--- src/rtl/fixed_point_mac.sv ---
// Pipelined signed fixed-point multiply-accumulate with a valid/ready
// handshake on both sides.
//
// Ports:
//   system1000      clock, all state changes on the rising edge
//   system1000_rst  synchronous reset, active-high
//   in_valid        operand pair valid
//   in_ready        block accepts an operand pair this cycle
//   in_a, in_b      signed Q(WIDTH-FRAC).FRAC operands
//   out_valid       result valid, held until taken
//   out_ready       consumer takes the result this cycle
//   out_data        rounded and saturated block sum, same format as operands
//   out_sat         out_data was clipped, qualified by out_valid
//
// Each operand pair is registered (S1), multiplied exactly (S2) and added
// into a guarded accumulator (S3). Every ACC_LEN products the sum is
// rounded half toward +inf, clipped to WIDTH bits and loaded into the
// output register. One global enable stalls every stage while a result
// waits for the consumer.

module fixed_point_mac #(
    parameter int WIDTH     = 9,
    parameter int FRAC      = 4,
    parameter int ACC_LEN   = 4,
    parameter int ACC_GUARD = 4
) (
    input  logic                    system1000,
    input  logic                    system1000_rst,
    input  logic                    in_valid,
    output logic                    in_ready,
    input  logic signed [WIDTH-1:0] in_a,
    input  logic signed [WIDTH-1:0] in_b,
    output logic                    out_valid,
    input  logic                    out_ready,
    output logic signed [WIDTH-1:0] out_data,
    output logic                    out_sat
);

    localparam int PW = 2 * WIDTH;
    localparam int AW = PW + ACC_GUARD;
    localparam int CW = (ACC_LEN > 1) ? $clog2(ACC_LEN) : 1;

    localparam logic [CW-1:0] LAST = CW'(ACC_LEN - 1);

    // Rounding constant and clip bounds, one bit wider than the accumulator
    // so the rounding add can never wrap.
    localparam logic signed [AW:0] HALF = (AW + 1)'(1) <<< (FRAC - 1);
    localparam logic signed [AW:0] MAXV =
        $signed({{(AW - WIDTH + 2){1'b0}}, {(WIDTH - 1){1'b1}}});
    localparam logic signed [AW:0] MINV = ~MAXV;

    logic en;

    logic                    s1_valid;
    logic signed [WIDTH-1:0] s1_a;
    logic signed [WIDTH-1:0] s1_b;

    logic                    s2_valid;
    logic signed [PW-1:0]    s2_p;

    logic signed [AW-1:0]    acc;
    logic [CW-1:0]           count;

    logic                    done;
    logic signed [AW-1:0]    sum;
    logic signed [AW:0]      rnd;
    logic signed [AW:0]      shr;
    logic signed [WIDTH-1:0] res;
    logic                    clip;

    assign en       = !(out_valid && !out_ready);
    assign in_ready = en && !system1000_rst;

    // Block completion: the last product of a block sits in S2 now.
    assign done = s2_valid && (count == LAST);
    assign sum  = acc + {{ACC_GUARD{s2_p[PW-1]}}, s2_p};
    assign rnd  = {sum[AW-1], sum} + HALF;
    assign shr  = rnd >>> FRAC;

    always_comb begin
        res  = shr[WIDTH-1:0];
        clip = 1'b0;
        if (shr > MAXV) begin
            res  = MAXV[WIDTH-1:0];
            clip = 1'b1;
        end else if (shr < MINV) begin
            res  = MINV[WIDTH-1:0];
            clip = 1'b1;
        end
    end

    always_ff @(posedge system1000) begin
        if (system1000_rst) begin
            s1_valid <= 1'b0;
            s1_a     <= '0;
            s1_b     <= '0;
            s2_valid <= 1'b0;
            s2_p     <= '0;
        end else if (en) begin
            s1_valid <= in_valid;
            s1_a     <= in_a;
            s1_b     <= in_b;
            s2_valid <= s1_valid;
            s2_p     <= s1_a * s1_b;
        end
    end

    always_ff @(posedge system1000) begin
        if (system1000_rst) begin
            acc   <= '0;
            count <= '0;
        end else if (en && s2_valid) begin
            if (done) begin
                acc   <= '0;
                count <= '0;
            end else begin
                acc   <= sum;
                count <= count + CW'(1);
            end
        end
    end

    // When stalled (en=0) the output register holds; otherwise a new
    // result overwrites, and a taken result without a successor clears.
    always_ff @(posedge system1000) begin
        if (system1000_rst) begin
            out_valid <= 1'b0;
            out_data  <= '0;
            out_sat   <= 1'b0;
        end else if (en) begin
            if (done) begin
                out_valid <= 1'b1;
                out_data  <= res;
                out_sat   <= clip;
            end else begin
                out_valid <= 1'b0;
            end
        end
    end

endmodule

--- config.mk ---
export PLATFORM = sky130hd
export DESIGN_NAME = fixed_point_mac
export DESIGN_NICKNAME = d
export VERILOG_FILES = /design/src/rtl/fixed_point_mac.sv
export SDC_FILE = /design/constraint.sdc
export NUM_CORES = 1
export LEC_CHECK = 0
export ABC_AREA = 1
export CORE_MARGIN = 2
export CORE_UTILIZATION = 40
export DETAILED_ROUTE_END_ITERATION = 10
export PLACE_DENSITY_LB_ADDON = 0.15
export REMOVE_ABC_BUFFERS = 1
export SYNTH_ARGS = -nofsm -noshare
export SYNTH_HDL_FRONTEND = slang
export SYNTH_SLANG_ARGS = --single-unit
--- constraint.sdc ---
create_clock -name system1000 -period 6 [get_ports system1000]
set_clock_uncertainty 0.1 [all_clocks]
set_input_delay 0.6 -clock system1000 [delete_from_list [all_inputs] [get_ports system1000]]
set_output_delay 0.6 -clock system1000 [all_outputs]
set_load 0.05 [all_outputs]
# Word-level counts from Yosys, hierarchy flattened

Cells that the tools add are included.

$add $sub $neg: 3
$mul: 1
Magnitude comparators: 2
Equality and inequality tests: 1
Multiplexer cells: 7
Bitwise logic cells: 1
Reduce and logical (&&, ||, !) cells: 8

Operators with widths:

| operator                                                        | count |
|---|---|
| adder 22 x 5 -> 23 bit (second input constant)                  | 1 |
| adder 22 bit                                                    | 1 |
| 2-to-1 mux 22 bit                                               | 1 |
| greater-than comparator 19 x 9 -> 1 bit (second input constant) | 1 |
| less-than comparator 19 x 9 -> 1 bit (second input constant)    | 1 |
| multiplier 9 x 9 -> 18 bit                                      | 1 |
| 2-to-1 mux 9 bit                                                | 2 |
| logical AND 1 bit                                               | 4 |
| logical NOT 1 bit                                               | 3 |
| 2-to-1 mux 1 bit                                                | 3 |
| adder 2 x 1 -> 2 bit (second input constant)                    | 1 |
| equality test 2 bit (second input constant)                     | 1 |
| 2-to-1 mux 2 bit                                                | 1 |
| AND reduction 2 bit                                             | 1 |
| inverter 1 bit                                                  | 1 |

Register bits after elaboration: 73
Output and inout port bits: 12

# Depth between registers and ports, before layout

Word-level depth: 5
Gate-level depth with buffers: 26
Mapped depth without buffers: 25

# Worst setup path before layout

Ideal clock, no wire load.

Path type: register to register
Start point: register s1_b[8]
End point: register s2_p[17]
Setup time: 0.115 ns
Arrival: 5.191 ns
Setup slack: 0.594 ns
Stages on the path, launching flop included: 25
Clock period less this slack: 5.406 ns
Cell sequence: dfxtp_1 inv_1 clkbuf_1 or2_2 fa_1 fa_1 inv_1 fa_1 inv_1 fa_1 fa_1 inv_1 ha_1 nand3_1 and2_1 o21ai_0 a21o_1 a21oi_1 o21ai_0 nand2_1 nand2_1 a21oi_1 xnor2_1 o21ai_0 inv_1

Word-level cells in the longest chain between the ends: 1

RTL lines:

| element                    | line | text |
|---|---|---|
| from (decl)                | 56   | `logic signed [WIDTH-1:0] s1_b;` |
| from (signal assigned)     | 102  | `s1_b <= in_b;` |
| multiplier 9 x 9 -> 18 bit | 104  | `s2_p <= s1_a * s1_b;` |
| to (signal assigned)       | 104  |  |
| to (decl)                  | 59   | `logic signed [PW-1:0] s2_p;` |

No other way between the ends.
A chain may end at the register's enable or synchronous reset.

# Worst setup path in the final report

Start point: register s1_a[1]
End point: register s2_p[17]

Word-level cells in the longest chain between the ends: 1

RTL lines:

| element                    | line | text |
|---|---|---|
| from (decl)                | 55   | `logic signed [WIDTH-1:0] s1_a;` |
| from (signal assigned)     | 101  | `s1_a <= in_a;` |
| multiplier 9 x 9 -> 18 bit | 104  |  |

No other way between the ends.

==> results.txt <==
----------------------------------------------------
[Run status]
  Status ... finished clean

[Synthesis]
  Post-Synthesis Cells ... between 1000 and 1500
  Fraction of the mapped netlist area in compound gates ... under 10%
  Most frequently used flop master after synthesis ... sky130_fd_sc_hd__dfxtp_1
  Mux cell area share after synthesis ... 0%
  Largest family of logic cells by synthesized area ... simple AND/OR/NAND/NOR gates
  Simple-gate share of the synthesized area ... around a third
  Fraction of the yosys area taken by sequential cells ... a little under a fifth
  Largest cells by area after synthesis ... sky130_fd_sc_hd__dfxtp_1 (18%), sky130_fd_sc_hd__fa_1 (18%), sky130_fd_sc_hd__nand2_1 (15%), sky130_fd_sc_hd__ha_1 (9.5%), sky130_fd_sc_hd__inv_1 (9.1%)
  Post-synth EDFFs ... 0
  Post-synthesis adder-cell area fraction ... between 20 and 30%
  Yosys top cell area share ... a little under a fifth
  Fraction of synthesis flops using an asynchronous set or reset pin ... 0%
  Netlist Area Pre-Place ... 8010 um2
  Post-synthesis average cell area ... 6.77 um2
  Leading cell types by count after synthesis ... sky130_fd_sc_hd__nand2_1 (324), sky130_fd_sc_hd__inv_1 (194), sky130_fd_sc_hd__nor2_1 (118), sky130_fd_sc_hd__dfxtp_1 (73), sky130_fd_sc_hd__fa_1 (71)
  Share of the synthesized netlist area taken by xor and xnor gates ... approximately 2.6%
  Cell type with the largest total area after synthesis ... sky130_fd_sc_hd__dfxtp_1
  Most frequent cell after synthesis ... sky130_fd_sc_hd__nand2_1
  Yosys cell types ... 31
  Flops & latches, synth ... 73
  Yosys warning count ... 0

[Clocking]
  Number of levels the H-tree was split into ... 3
  Total of hold buffers inserted after clock tree synthesis ... 0
  Clock buffers created by TritonCTS ... 9
  Clock edge transition at the registers on the reported setup and hold paths ... 0.06 ns
  Number of gates resized after cts ... 0
  Bufs on Longest Clock Path ... 2
  Clock sinks ... 73
  Clock root buffer ... sky130_fd_sc_hd__clkbuf_16
  Number of post-CTS setup repair buffers ... 0
  Clock latency at the later pin of the worst-skew pair ... about 0.35 ns
  Clock tree from TritonCTS ... built

[Place]
  Final weighted congestion in routability-driven placement ... approximately 0.94
  HPWL Detailed ... between 15000 and 20000 um
  Dpl cell area ... between 8000 and 9000 um2
  Total of buffers placed on input and output ports ... 33
  Setup Slack @ Placement ... ~0.44 ns

[Worst setup path]
  Critical path required time ... a little over 6 ns
  Maximum fanout along the worst path ... 10
  RR Startpoint ... s1_a[1]
  Category of the worst setup path launch point ... register
  Arrival @ worst endpoint ... roughly 5.7 ns
  Launch point of the worst path ... s1_a[1]
  Critical path endpoint category ... register
  Critical path type ... register to register

[Cells and area]
  Count of fill cells added during filler insertion ... 2123
  Final cell area excluding filler cells ... 8950 um2
  Total number of nets in the final design ... between 1000 and 1500
  Synth-to-layout area growth ... 11.7%
  Layout cell share with drive strength beyond 1 ... 8.21%
  Inserted Diodes ... 0
  Area used by sequential logic in the layout ... around 1500 um2
  Area of the multi-input gates ... approximately 5700 um2

[STA]
  Final number of setup-violating endpoints ... 0
  Period Utilization, post-route ... between 90% and 100%
  Final hold vios ... 0
  Final sum of negative setup slack ... 0 ns
  Count of final max-slew check failures ... 0
  Slew at the pin with the worst max-slew slack ... between 0.9 and 1 ns
  F_max ... about 180 MHz
  Clock period minus final worst setup slack ... 5.57 ns
  Final worst slack ... 0.426 ns
  Unrepaired setup endpoints after global routing ... no
  Relative slew slack ... ~36%

[Global route]
  Antenna violations before repair ... 0
  Pin count of the biggest net entering global routing ... 45
  Wire length of the first global-routing pass ... ~36000 um
  Overall track demand over capacity in global routing ... 20.3%
  Number of global-route vias before repair ... roughly 7000
  Total grt overflow ... 0

[Drt]
  Count of vias placed by the detailed router ... slightly above 7000
  Residual DRC ... 0
  Wire length per cell ... roughly 14 um
  Number of optimization iterations in the first detailed-route pass ... 8
  Number of routed nets with antenna violations ... 0
  Via density ... just under 5
  DRT Wirelength ... about 20000 um
  Iter 0 DRT Violations ... approximately 470

[Pwr]
  Max VDD drop ... approximately 0.14 mV
  Total power per unit cell area ... between 200 and 250 nW/um2
  Static leakage power ... ~4.8 nW

[Die]
  Core Area ... ~20000 um2
  DIE AREA ... 21200 um2
  Total number of placement rows ... 51
  Vertical die dimension ... roughly 150 um
  Width of the die ... between 100 and 150 um
  Boundary pin count ... 34
  Initial core utilization ... between 40% and 50%

[Worst hold path]
  Type of the most critical hold path ... register to register
  Start point of the worst min-delay path ... acc[14]

[Run]
  Count of max-cap constraint violations ... 0

----------------------------------------------------
## sequential cells by signal, indices dropped and copies added, names as in the netlist
register / count
s2_valid: 1
s1_valid: 1
s1_a: 9
count: 2
s1_b: 9
out_sat: 1
s2_p: 18
acc: 22
out_valid: 1
out_data: 9
## cell families (layout without fill, tap and decap cells)
kind of cell             after synthesis  after routing
AO/OA/AOI/OAI                        126            126
buffers and inverters                237            261
adder cells (fa/ha/maj)              132            132
flip-flops                            73             73
AND/OR/NAND/NOR                      590            590
XOR/XNOR                              24             24
## worst paths after layout
check	endpoint	cells after the start	slack (ns)
worst max register to register	s2_p[17]	22	0.43
worst min-delay path	acc[14]	2	0.37
worst min register to register	acc[14]	2	0.37
worst max-delay path	s2_p[17]	22	0.43
## power breakdown
part           total, W  switching (W)  internal [W]
registers      0.000563      0.0000351      0.000528
logic          0.000863       0.000548      0.000316
clock network  0.000547       0.000217      0.000330
## final cells by class
| cell class | instances | share of cell area [%] |
|---|---|---|
| flip-flops and latches | 73 | 16.3 |
| well taps | 265 | 3.71 |
| clock inverters | 5 | 0.629 |
| clock buffers | 10 | 2.67 |
| repair buffers | 49 | 5.03 |
| multi-input cells | 872 | 63.4 |
| inverters | 197 | 8.26 |
## layout by cell type (no fill, tap or decap), types with 2 or more instances in the layout
cell                              synthesis  final
sky130_fd_sc_hd__nor3_1                  10      9
sky130_fd_sc_hd__inv_1                  194    194
sky130_fd_sc_hd__nor2_1                 118    117
sky130_fd_sc_hd__ha_1                    61     61
sky130_fd_sc_hd__o21bai_1                10     10
sky130_fd_sc_hd__nand3_2                  6      6
sky130_fd_sc_hd__clkdlybuf4s50_1          0     33
sky130_fd_sc_hd__nor2_2                  10     10
sky130_fd_sc_hd__buf_4                    1     16
sky130_fd_sc_hd__or2_2                    9      9
sky130_fd_sc_hd__nand2_2                 25     25
sky130_fd_sc_hd__nor2_4                   5      6
sky130_fd_sc_hd__nand4_1                 16     16
sky130_fd_sc_hd__nand2_4                  5      5
sky130_fd_sc_hd__a21oi_2                  2      2
sky130_fd_sc_hd__inv_2                    3      3
sky130_fd_sc_hd__nand2_1                324    324
sky130_fd_sc_hd__clkinv_2                 0      2
sky130_fd_sc_hd__dfxtp_1                 73     73
sky130_fd_sc_hd__fa_1                    71     71
sky130_fd_sc_hd__clkbuf_16                0      9
sky130_fd_sc_hd__a21oi_1                 51     51
sky130_fd_sc_hd__xor2_1                  13     13
sky130_fd_sc_hd__and2_1                   2      2
sky130_fd_sc_hd__nand3_1                 60     60
sky130_fd_sc_hd__xnor2_1                 11     11
sky130_fd_sc_hd__o21ai_0                 58     58
## metrics by stage
stage,hold WS (ns),utilization [%],total power [W],instances
after floorplan,0.343,-,0.00122,1142
after global placement,0.357,44.3,0.00143,1456
after detailed placement,0.362,44.3,0.00144,1456
after CTS,0.371,45.8,0.00199,1471
after global routing,0.390,45.8,0.00215,1471
final,0.368,45.8,0.00197,1471
## routing by layer
metal / up-vias / routed length (um) / track usage, %
li1: 3678 / - / -
met3: 19 / 700 / 2.70
met5: - / 0 / 0
met2: 130 / 8800 / 32.4
met4: 0 / 218 / 3.82
met1: 3402 / 10500 / 29.8
## worst max-delay path: stages (launching register included)
cell                      delay [ns]
sky130_fd_sc_hd__dfxtp_1        0.53
sky130_fd_sc_hd__nand2_1        0.14
sky130_fd_sc_hd__fa_1           0.50
sky130_fd_sc_hd__fa_1           0.55
sky130_fd_sc_hd__inv_1          0.06
sky130_fd_sc_hd__fa_1           0.54
sky130_fd_sc_hd__inv_1          0.06
sky130_fd_sc_hd__fa_1           0.49
sky130_fd_sc_hd__fa_1           0.51
sky130_fd_sc_hd__inv_1          0.04
sky130_fd_sc_hd__ha_1           0.34
sky130_fd_sc_hd__nand3_1        0.09
sky130_fd_sc_hd__and2_1         0.19
sky130_fd_sc_hd__o21ai_0        0.27
sky130_fd_sc_hd__a21o_1         0.16
sky130_fd_sc_hd__a21oi_1        0.09
sky130_fd_sc_hd__o21ai_0        0.26
sky130_fd_sc_hd__nand2_1        0.08
sky130_fd_sc_hd__nand2_1        0.07
sky130_fd_sc_hd__a21oi_1        0.07
sky130_fd_sc_hd__xnor2_1        0.12
sky130_fd_sc_hd__o21ai_0        0.14
sky130_fd_sc_hd__inv_1          0.06
Note: power is estimated with default switching activity, not from simulation.
